--- src/rtl/rv32i_pipe_core.sv ---
// rv32i_pipe_core: single-clock 5-stage RV32I core (IF/ID/EX/MEM/WB)
// with forwarding, load-use interlock, EX-resolved branches, ECALL halt.
// Ports: clk, rst (synchronous, active-high)
//   imem_addr/imem_rdata : combinational-read instruction port (word addr)
//   dmem_addr/dmem_wdata/dmem_we/dmem_rdata : combinational-read data port
//   halted : sticky once ECALL retires; instret : retired-instruction count
module rv32i_pipe_core #(
    parameter logic [31:0] RESET_PC = 32'h0000_0000,
    parameter int          IMEM_AW  = 10,
    parameter int          DMEM_AW  = 10,
    parameter bit          FWD_EN   = 1'b1
) (
    input  logic               clk,
    input  logic               rst,
    output logic [IMEM_AW-1:0] imem_addr,
    input  logic [31:0]        imem_rdata,
    output logic [DMEM_AW-1:0] dmem_addr,
    output logic [31:0]        dmem_wdata,
    output logic               dmem_we,
    input  logic [31:0]        dmem_rdata,
    output logic               halted,
    output logic [31:0]        instret
);
    localparam logic [6:0] OP_LUI  = 7'b0110111;
    localparam logic [6:0] OP_JAL  = 7'b1101111;
    localparam logic [6:0] OP_JALR = 7'b1100111;
    localparam logic [6:0] OP_BR   = 7'b1100011;
    localparam logic [6:0] OP_LD   = 7'b0000011;
    localparam logic [6:0] OP_ST   = 7'b0100011;
    localparam logic [6:0] OP_IMM  = 7'b0010011;
    localparam logic [6:0] OP_REG  = 7'b0110011;

    typedef struct packed {
        logic        v;
        logic [31:0] pc;
        logic [31:0] ir;
    } if_id_t;

    typedef struct packed {
        logic        v;
        logic [31:0] pc;
        logic [31:0] ir;
        logic [31:0] a;
        logic [31:0] b;
        logic [31:0] imm;
    } id_ex_t;

    typedef struct packed {
        logic        v;
        logic        we;
        logic [4:0]  rd;
        logic        ld;
        logic        st;
        logic        ec;
        logic [31:0] res;
        logic [31:0] sd;
    } ex_mem_t;

    typedef struct packed {
        logic        v;
        logic        we;
        logic [4:0]  rd;
        logic        ec;
        logic [31:0] res;
    } mem_wb_t;

    logic [31:0] pc;
    logic [31:0] rf [0:31];
    if_id_t      if_id;
    id_ex_t      id_ex;
    ex_mem_t     ex_mem;
    mem_wb_t     mem_wb;

    // ---------------- ID ----------------
    logic [6:0]  d_op;
    logic [4:0]  d_rs1, d_rs2;
    logic        d_use1, d_use2;
    logic [31:0] d_imm, d_a, d_b;
    logic        wb_we;

    assign d_op   = if_id.ir[6:0];
    assign d_rs1  = if_id.ir[19:15];
    assign d_rs2  = if_id.ir[24:20];
    assign d_use1 = d_op inside {OP_JALR, OP_BR, OP_LD, OP_ST, OP_IMM, OP_REG};
    assign d_use2 = d_op inside {OP_BR, OP_ST, OP_REG};
    assign wb_we  = mem_wb.v && mem_wb.we && !halted;

    always_comb begin
        d_imm = '0;
        unique case (1'b1)
            d_op == OP_LUI: d_imm = {if_id.ir[31:12], 12'b0};
            d_op == OP_JAL: d_imm = {{12{if_id.ir[31]}}, if_id.ir[19:12],
                                     if_id.ir[20], if_id.ir[30:21], 1'b0};
            d_op == OP_BR:  d_imm = {{20{if_id.ir[31]}}, if_id.ir[7],
                                     if_id.ir[30:25], if_id.ir[11:8], 1'b0};
            d_op == OP_ST:  d_imm = {{21{if_id.ir[31]}}, if_id.ir[30:25],
                                     if_id.ir[11:7]};
            default:        d_imm = {{21{if_id.ir[31]}}, if_id.ir[30:20]};
        endcase
    end

    // Write-before-read: the value retiring this cycle bypasses the array.
    always_comb begin
        d_a = rf[d_rs1];
        d_b = rf[d_rs2];
        if (wb_we && mem_wb.rd == d_rs1) d_a = mem_wb.res;
        if (wb_we && mem_wb.rd == d_rs2) d_b = mem_wb.res;
        if (d_rs1 == 5'd0) d_a = '0;
        if (d_rs2 == 5'd0) d_b = '0;
    end

    // ---------------- EX ----------------
    logic [6:0]  e_op;
    logic [2:0]  e_f3;
    logic [4:0]  e_rd, e_rs1, e_rs2;
    logic [31:0] x_a, x_b, e_b, e_alu, e_addr, e_res, e_tgt;
    logic [4:0]  e_sh;
    logic        e_take, e_we, e_ec, redirect;
    logic        m_e, m_m, stall, stop;

    assign e_op  = id_ex.ir[6:0];
    assign e_f3  = id_ex.ir[14:12];
    assign e_rd  = id_ex.ir[11:7];
    assign e_rs1 = id_ex.ir[19:15];
    assign e_rs2 = id_ex.ir[24:20];
    assign e_ec  = id_ex.ir == 32'h0000_0073;
    assign e_we  = id_ex.v && e_rd != 5'd0 &&
                   (e_op inside {OP_LUI, OP_JAL, OP_JALR, OP_LD, OP_IMM, OP_REG});

    // EX/MEM result beats MEM/WB result beats the value read in ID.
    always_comb begin
        x_a = id_ex.a;
        x_b = id_ex.b;
        if (FWD_EN) begin
            if (mem_wb.v && mem_wb.we && mem_wb.rd == e_rs1) x_a = mem_wb.res;
            if (mem_wb.v && mem_wb.we && mem_wb.rd == e_rs2) x_b = mem_wb.res;
            if (ex_mem.v && ex_mem.we && ex_mem.rd == e_rs1) x_a = ex_mem.res;
            if (ex_mem.v && ex_mem.we && ex_mem.rd == e_rs2) x_b = ex_mem.res;
        end
    end

    assign e_b    = (e_op == OP_REG) ? x_b : id_ex.imm;
    assign e_sh   = e_b[4:0];
    assign e_addr = x_a + id_ex.imm;

    always_comb begin
        e_alu = '0;
        case (e_f3)
            3'd0: e_alu = (e_op == OP_REG && id_ex.ir[30]) ? x_a - e_b : x_a + e_b;
            3'd1: e_alu = x_a << e_sh;
            3'd2: e_alu = {31'b0, $signed(x_a) < $signed(e_b)};
            3'd3: e_alu = {31'b0, x_a < e_b};
            3'd4: e_alu = x_a ^ e_b;
            3'd5: e_alu = id_ex.ir[30] ? 32'($signed(x_a) >>> e_sh) : x_a >> e_sh;
            3'd6: e_alu = x_a | e_b;
            default: e_alu = x_a & e_b;
        endcase
    end

    always_comb begin
        e_take = 1'b0;
        case (e_f3)
            3'd0: e_take = x_a == x_b;
            3'd1: e_take = x_a != x_b;
            3'd4: e_take = $signed(x_a) < $signed(x_b);
            3'd5: e_take = $signed(x_a) >= $signed(x_b);
            3'd6: e_take = x_a < x_b;
            3'd7: e_take = x_a >= x_b;
            default: e_take = 1'b0;
        endcase
    end

    always_comb begin
        e_res = e_alu;
        unique case (1'b1)
            e_op == OP_LUI:                    e_res = id_ex.imm;
            e_op == OP_JAL || e_op == OP_JALR: e_res = id_ex.pc + 32'd4;
            e_op == OP_LD || e_op == OP_ST:    e_res = e_addr;
            default:                           e_res = e_alu;
        endcase
    end

    assign redirect = id_ex.v && (e_op == OP_JAL || e_op == OP_JALR ||
                                  (e_op == OP_BR && e_take));
    assign e_tgt = (e_op == OP_JALR) ? {e_addr[31:1], 1'b0} : id_ex.pc + id_ex.imm;

    // Source matches against producers still in EX or MEM.
    assign m_e = e_we && ((d_use1 && d_rs1 == e_rd) || (d_use2 && d_rs2 == e_rd));
    assign m_m = ex_mem.v && ex_mem.we &&
                 ((d_use1 && d_rs1 == ex_mem.rd) || (d_use2 && d_rs2 == ex_mem.rd));
    assign stall = if_id.v && (FWD_EN ? (m_e && e_op == OP_LD) : (m_e || m_m));

    // ---------------- MEM / outputs ----------------
    // stop covers the cycle the ECALL retires: younger work must not commit.
    assign stop       = halted || (mem_wb.v && mem_wb.ec);
    assign imem_addr  = pc[IMEM_AW+1:2];
    assign dmem_addr  = ex_mem.res[DMEM_AW+1:2];
    assign dmem_wdata = ex_mem.sd;
    assign dmem_we    = ex_mem.v && ex_mem.st && !stop && !rst;

    always_ff @(posedge clk) begin
        if (rst) begin
            pc      <= RESET_PC;
            if_id   <= '0;
            id_ex   <= '0;
            ex_mem  <= '0;
            mem_wb  <= '0;
            halted  <= 1'b0;
            instret <= '0;
        end else if (!halted) begin
            if (mem_wb.v) instret <= instret + 32'd1;
            if (mem_wb.v && mem_wb.ec) halted <= 1'b1;
            if (!stop) begin
                mem_wb.v   <= ex_mem.v;
                mem_wb.we  <= ex_mem.we;
                mem_wb.rd  <= ex_mem.rd;
                mem_wb.ec  <= ex_mem.ec;
                mem_wb.res <= ex_mem.ld ? dmem_rdata : ex_mem.res;
                ex_mem.v   <= id_ex.v;
                ex_mem.we  <= e_we;
                ex_mem.rd  <= e_rd;
                ex_mem.ld  <= id_ex.v && e_op == OP_LD;
                ex_mem.st  <= id_ex.v && e_op == OP_ST;
                ex_mem.ec  <= id_ex.v && e_ec;
                ex_mem.res <= e_res;
                ex_mem.sd  <= x_b;
                if (redirect) begin
                    pc    <= e_tgt;
                    if_id <= '0;
                    id_ex <= '0;
                end else if (stall) begin
                    id_ex <= '0;
                end else begin
                    pc    <= pc + 32'd4;
                    if_id <= '{v: 1'b1, pc: pc, ir: imem_rdata};
                    id_ex <= '{v: if_id.v, pc: if_id.pc, ir: if_id.ir,
                               a: d_a, b: d_b, imm: d_imm};
                end
            end
        end
    end

    always_ff @(posedge clk) begin
        if (!rst && wb_we) rf[mem_wb.rd] <= mem_wb.res;
    end
endmodule

--- config.mk ---
export PLATFORM = sky130hd
export DESIGN_NAME = rv32i_pipe_core
export DESIGN_NICKNAME = d
export VERILOG_FILES = /design/src/rtl/rv32i_pipe_core.sv
export SDC_FILE = /design/constraint.sdc
export NUM_CORES = 2
export LEC_CHECK = 0
export CORE_UTILIZATION = 45
export CTS_CLUSTER_SIZE = 10
export DETAILED_ROUTE_END_ITERATION = 7
export SYNTH_ARGS = -nofsm -noshare
export SYNTH_HDL_FRONTEND = slang
export SYNTH_SLANG_ARGS = --single-unit
--- constraint.sdc ---
create_clock -name clk -period 5.4 [get_ports clk]
set_input_delay 0.81 -clock clk [delete_from_list [all_inputs] [get_ports clk]]
set_output_delay 0.81 -clock clk [all_outputs]
set_load 0.02 [all_outputs]
==> After elaboration in Yosys (flattened, before gate mapping) <==
Memories as Yosys holds them, arrays and structs flattened. A register that Yosys moved wholly into a read port is not among the register bits.
Cells that the tools add are included.
{ "word_totals": {"word_cells": 158, "memories": 1, "out_inout_bits": 86, "register_bits": 405, "ram_bits": 1024, "input_bits": 66} }
{ "classes": {"bitwise_logic": 5, "addsub": 7, "n_eq_ne": 35, "muxes": 31, "n_shift": 3, "n_lt_le_gt_ge": 6, "reduce_logical": 45} }
{ "mem_list": {"columns": ["name", "depth", "width", "read_ports", "rd_ports_with_merged_regs", "wr", "line", "text"], "rows": [
  ["rf", 32, 32, 2, 2, 1, "68", "logic [31:0] rf [0:31];"]
]} }
{ "op_table": {"columns": ["op", "count"], "rows": [
  ["2-to-1 mux 32 bit", 15],
  ["2-to-1 mux 161 bit", 2],
  ["one-hot mux 32 bit (7 select lines)", 1],
  ["2-to-1 mux 65 bit", 2],
  ["< comparator 32 bit", 4],
  ["one-hot mux 31 bit (4 select lines)", 1],
  ["adder 32 bit", 3],
  ["one-hot mux 32 bit (3 select lines)", 1],
  ["adder 32 x 3 -> 32 bit (second input constant)", 2],
  ["greater-or-equal comparator 32 bit", 2],
  ["equality test 7 x 6 -> 1 bit (second input constant)", 6],
  ["equality test 7 bit (second input constant)", 6],
  ["equality test 5 bit", 8],
  ["adder 32 x 1 -> 32 bit (second input constant)", 1],
  ["AND 32 bit", 1],
  ["equality test 32 bit", 1],
  ["equality test 32 x 7 -> 1 bit (second input constant)", 1],
  ["inequality test 32 bit", 1],
  ["bitwise OR 32 bit", 1],
  ["left shift 32 x 5 -> 32 bit", 1],
  ["right shift 32 x 5 -> 32 bit", 1],
  [">>> shifter 32 x 5 -> 32 bit", 1],
  ["subtractor 32 bit", 1],
  ["bitwise XOR 32 bit", 1],
  ["20 further kinds", 68]
]} }

==> Longest topological paths before layout <==
{ "depth": {"ltp_word": 13, "mapped_depth": 24, "depth_no_buf": 20} }

==> Worst setup path after synthesis <==
OpenSTA, ideal clock, no wires.
{ "synth_path": {"path_kind": "register to register", "start": "register mem_wb[34] (netlist name)", "end": "register ex_mem[60] (netlist name)", "period_less_slack_ps": 5089, "stages_incl_launch_ff": 25, "t_arrival_ps": 4967, "setup_time_ps": 122, "slack_ps": 311, "t_required_ps": 5278, "path_buffers": 4, "cell_sequence": "dfxtp_1 > buf_6 > xor2_1 > or4_4 > o22a_1 > a21oi_4 > nor2_4 > inv_4 > buf_6 > buf_2 > buf_4 > ha_1 > inv_1 > fa_1 > o21bai_1 > o2111ai_1 > a21oi_1 > a41oi_1 > o31a_1 > o31ai_1 > nand2b_1 > a211oi_1 > a2111oi_0 > a211oi_1 > a21oi_1"} }
{ "synth_via": {"elab_chain_cells": 9, "elab_cells_between_ends": 22, "cone_classes": "3 x add/sub; 2 x eq/ne; 3 x shift; 9 x mux; 3 x bitwise; 2 x reduce/logical"} }
{ "synth_lines": {"columns": ["element", "line", "text"], "rows": [
  ["from (decl)", "72", "mem_wb_t mem_wb;"],
  ["equality test 5 bit", "136", "if (mem_wb.v && mem_wb.we && mem_wb.rd == e_rs2) x_b = mem_wb.res;"],
  ["logical AND 1 bit", "136", null],
  ["2-to-1 mux 32 bit", "136", null],
  ["2-to-1 mux 32 bit", "138", "if (ex_mem.v && ex_mem.we && ex_mem.rd == e_rs2) x_b = ex_mem.res;"],
  ["2-to-1 mux 32 bit", "142", "assign e_b = (e_op == OP_REG) ? x_b : id_ex.imm;"],
  ["adder 32 bit, or another cell as far along", "149", "3'd0: e_alu = (e_op == OP_REG && id_ex.ir[30]) ? x_a - e_b : x_a + e_b;"],
  ["2-to-1 mux 32 bit, on equally long branches", "149, 154", null],
  ["one-hot mux 32 bit (7 select lines)", "148", "case (e_f3)"],
  ["one-hot mux 32 bit (3 select lines) *", "175", "unique case (1'b1)"],
  ["to (decl)", "71", "ex_mem_t ex_mem;"]
]} }
Every way passes the cells marked *; elsewhere a longest branch is shown, timed or not.
A chain may end at the register's enable or synchronous reset.

==> Final worst setup path <==
{ "layout_path": {"start": "register id_ex, in the netlist e_rs2[3]", "end": "register ex_mem[63] (netlist name)"} }
{ "layout_via": {"elab_chain_cells": 9, "elab_cells_between_ends": 19, "cone_classes": "2 x add/sub; 2 x eq/ne; 3 x shift; 7 x mux; 3 x bitwise; 2 x reduce/logical"} }
{ "layout_lines": {"columns": ["element", "line", "text"], "rows": [
  ["from (decl)", "70", "id_ex_t id_ex;"],
  ["from (signal assigned)", "236", "id_ex <= '{v: if_id.v, pc: if_id.pc, ir: if_id.ir,"],
  ["equality test 5 bit", "136", null],
  ["logical AND 1 bit", "136", null],
  ["2-to-1 mux 32 bit", "136", null],
  ["2-to-1 mux 32 bit *", "138", null],
  ["2-to-1 mux 32 bit *", "142", null],
  ["adder 32 bit, or another cell as far along", "149", null],
  ["2-to-1 mux 32 bit, on equally long branches", "149, 154", null],
  ["one-hot mux 32 bit (7 select lines) *", "148", null],
  ["one-hot mux 32 bit (3 select lines) *", "175", null]
]} }
Marks and branches as above.

==> impl_metrics.env <==
export IMPL_root_buffer="clkbuf_16"
export IMPL_hold_start="id_ex[73]$_SDFFE_PP0P_"
export IMPL_grt_pass1_vias=60304
export IMPL_cp_cell_sequence="xor2_1 > nor4_4 > nand2_4 > buf_4 > mux2i_1 > a21oi_1 > inv_1 > o21ai_1 > ha_1 > or3_1 > buf_4 > nor2_1 > nand3_1 > or3b_1 > o2111ai_1 > buf_4 > nand2_1 > or3_1 > a31o_2 > a21oi_1 > o31ai_1 > a21oi_1"
export IMPL_synth_edf_count=1024
export IMPL_r2r_setup_slack_ns=0.15
export IMPL_rr_endpoint="ex_mem[63]$_SDFFE_PP0P_"
export IMPL_area_growth_pct=15.5
export IMPL_swShare_pct=27.2
export IMPL_grt_util_all_layers_pct=35.3
export IMPL_die_area_sq_um=179000
export IMPL_worstPathRequired_ns=6.15
export IMPL_fin_nets=7024
export IMPL_clk_pin_slew_worst_paths_ns=0.06
export IMPL_slowest_stage="or3b_1"
export IMPL_tns_ns=0
export IMPL_top_usage_layer="met2"
export IMPL_synth_largest_area_cell="edfxtp_1"
export IMPL_status="finished, final reports clean"
export IMPL_yosys_warnings=0
export IMPL_post_route_drc_count=0
export IMPL_crit_type="reg2reg"
export IMPL_cp_slowest_stage_delay_ns=0.41
export IMPL_ys_async_sr_fraction_pct=0
export IMPL_cts_tree="yes"
export IMPL_grt_pass1_wl_mm=451
export IMPL_p_leak_nw=31.7
export IMPL_syn_cell_area_sq_um=79700
export IMPL_yosysSeqAreaShare_pct=49.0
export IMPL_final_cell_mix="edfxtp_1, mux4_2, nand2_1, buf_4, o21ai_0"
export IMPL_finalMaxSlewViolations=0
export IMPL_syn_avg_cell_area_sq_um=12.4
export IMPL_start_util_pct=45.3
export IMPL_crit_arrival_ns=5.99
export IMPL_clock_skew_ns=0.0719
export IMPL_finalHoldViolCount=0
export IMPL_reg2reg_depth=22
export IMPL_drt_total_wl_mm=321
export IMPL_powerDensity_nw_per_um2=291
export IMPL_hold_path_cell_count=2
export IMPL_clock_power_share_pct=39.7
export IMPL_clock_latency_ns=0.85
export IMPL_p_comb_share_pct=14.6
export IMPL_gr_usage_met1_pct=45.4
export IMPL_seqPwrFrac_pct=45.7
export IMPL_pin_count=152
export IMPL_grt_use_met3_pct=6.80
export IMPL_final_common_cell="edfxtp_1"
export IMPL_layout_min_cycle_time_ns=5.25
export IMPL_dr_pass1_iters=6
export IMPL_syn_inst=6427
export IMPL_synthFlopType="edfxtp_1"
export IMPL_hpwlAfterDp_mm=218
export IMPL_row_count=154
export IMPL_cp_top_family="simple AND/OR/NAND/NOR gates"
export IMPL_max_freq_mhz=191
export IMPL_core_area_sq_um=176000
export IMPL_port_buffer_count=151
export IMPL_drive_above_1_share_pct=22.9
export IMPL_ys_top_cells_by_area="edfxtp_1, mux4_2, dfxtp_1"
export IMPL_ys_types=115
export IMPL_drt_vias_per_instance=6.71
export IMPL_synth_fp_nets=6691
export IMPL_wire_per_inst_microns=34.9
export IMPL_yosys_area_top_type_share_pct=38.6
export IMPL_die_h_microns=423
export IMPL_rr_startpoint="e_rs2[3]$_SDFFE_PP0P_"
export IMPL_p_int_mw=19.5
export IMPL_htreeDepth=4
export IMPL_path_buf_inv=4
export IMPL_drv_cap=0
export IMPL_end_kind="flip-flop"
export IMPL_antenna_found_initial=16
export IMPL_whs_endpoint="id_ex[73]$_SDFFE_PP0P_"
export IMPL_p_sw_mw=7.29
export IMPL_irDropWorstVdd_uv=288
export IMPL_globalplace_congestion=1.07
export IMPL_setup_ws_ns=0.153
export IMPL_die_w_microns=423
export IMPL_crit_path_max_fanout=10
export IMPL_worst_pin_slew_ns=1.25
export IMPL_final_util_pct=52.3
export IMPL_hp_class="reg2reg"
export IMPL_p_total_mw=26.8
export IMPL_setup_violations=0
export IMPL_met2_usage_pct=56.0
export IMPL_drtAntennaViolNets=0
export IMPL_cts_path_max_buffers=3
export IMPL_dr_total_vias=61617
export IMPL_grt_remaining_overflow=0
export IMPL_cts_sinks=1438
export IMPL_cts_made_buffers=170
export IMPL_finalCritPeriodShare_pct=97.2
export IMPL_rsz0062_at_grt="true"
export IMPL_setup_worst_path_start_class="flip-flop"
export IMPL_relSlewSlack_pct=15.5
export IMPL_ys_ff_latch=1438
export IMPL_drtIter0Drc=8153
export IMPL_place_worst_setup_slack_ns=-0.242
export IMPL_grt_max_degree=82
power by group through the flow:
stage          Combinational (mW)  Clock (mW)  Sequential, mW
2_1_floorplan                2.13           0            12.3
3_3_place_gp                 3.76           0            12.5
3_5_place_dp                 3.75           0            12.5
4_1_cts                      3.76        10.7            12.2
5_1_grt                      4.05        11.2            12.2
6_report                     3.90        10.6            12.2
routing by layer:
layer	vias to the layer above	wire length, microns
li1	25855	-
met1	31461	121000
met2	3472	149000
met3	819	28700
met4	10	21900
met5	-	58
state kept, by name, indices dropped and copies added, names as in the netlist, 7 cells and up, named ones only:
name / count
rf: 1024
id_ex: 135
if_id: 48
mem_wb: 40
dmem_wdata: 32
ex_mem: 32
instret: 32
pc: 32
dmem_addr: 10
d_op: 7
e_op: 7
stage by stage:
stage	cell area, sq um	std cells	hold slack [ns]
finish	92000	9179	0.444
global route	92000	9175	0.471
CTS	91800	9170	0.445
detailed placement	86800	8924	0.436
global placement	86800	8924	0.432
floorplan	79700	6427	0.418
area by class of cell:
| class | instances | area (sq um) |
|---|---|---|
| Antenna cell | 5 | 12.5 |
| Clock inverter | 28 | 419 |
| Multi-Input combinational cell | 4288 | 38200 |
| Sequential cell | 1438 | 39100 |
| Fill cell | 15149 | 84100 |
| Timing Repair Buffer | 693 | 6230 |
| Tap cell | 2340 | 2930 |
| Inverter | 169 | 644 |
| Clock buffer | 218 | 4520 |
logic make-up after synthesis:
family,after synthesis,share of synthesized area (%)
AOI/OAI and AO/OA,1618,13.2
and+or+nand+nor,1480,8.54
DFF,1438,49.0
muxes,836,20.7
buffers and inverters,702,3.77
adders and majority gates,198,3.15
xor gates and xnor gates,155,1.70
worst reg2reg max path: stages, from the launching register on:
cell and delay, ns:
dfxtp_1 0.33, xor2_1 0.19, nor4_4 0.39, nand2_4 0.23, buf_4 0.27, mux2i_1 0.14, a21oi_1 0.21, inv_1 0.10
o21ai_1 0.35, ha_1 0.36, or3_1 0.32, buf_4 0.18, nor2_1 0.15, nand3_1 0.11, or3b_1 0.41, o2111ai_1 0.20
buf_4 0.20, nand2_1 0.08, or3_1 0.38, a31o_2 0.24, a21oi_1 0.13, o31ai_1 0.11, a21oi_1 0.14
cell usage after synthesis (15+ instances only):
cell type  count
ha_1         194
xnor2_1       84
and3_1        34
mux2i_1      175
nand3_1      152
a22oi_1       95
o221ai_1      17
nor3_1       113
nor4_1        24
a221oi_1      32
and2_1        27
o22ai_1       24
or3_1         31
a211oi_1      84
a21oi_1      347
nand2_1      512
dfxtp_1      414
xor2_1        71
edfxtp_1    1024
buf_1         96
o21a_1        31
o211ai_1      50
a21o_1        73
nand4_1       48
buf_2         32
mux4_2       648
a2111oi_0     15
clkbuf_1     328
a22o_1        75
nor2_1       419
inv_1        162
nand2b_1      22
o21ai_0      455
a31oi_1       71
o31ai_1       32
o21bai_1      15
nor2b_1       20
buf_4         68
o21ai_1       30
worst max-delay path by stage:
| stage | start | to | slack (ns) | cells past startpoint |
|---|---|---|---|---|
| final | e_rs2[3]$_SDFFE_PP0P_ | ex_mem[63]$_SDFFE_PP0P_ | 0.15 | 22 |
| after global routing | mem_wb[35]$_SDFFE_PP0P_ | ex_mem[60]$_SDFFE_PP0P_ | -0.06 | 23 |
| after CTS | e_rs2[1]$_SDFFE_PP0P_ | ex_mem[63]$_SDFFE_PP0P_ | 0.03 | 22 |
| after detailed placement | mem_wb[35]$_SDFFE_PP0P_ | ex_mem[60]$_SDFFE_PP0P_ | -0.24 | 23 |
| after global placement | mem_wb[36]$_SDFFE_PP0P_ | ex_mem[60]$_SDFFE_PP0P_ | -0.21 | 23 |
| after floorplan | mem_wb[34]$_SDFFE_PP0P_ | ex_mem[60]$_SDFFE_PP0P_ | 0.31 | 24 |
timing repair:
action,CTS,global route
setup endpoints to repair,7,97
gates resized for setup,4,39
setup buffers,0,3
hold buffers,0,0
pin swaps,0,4
gates cloned,0,1
Note: power is estimated with default switching activity, not from simulation.
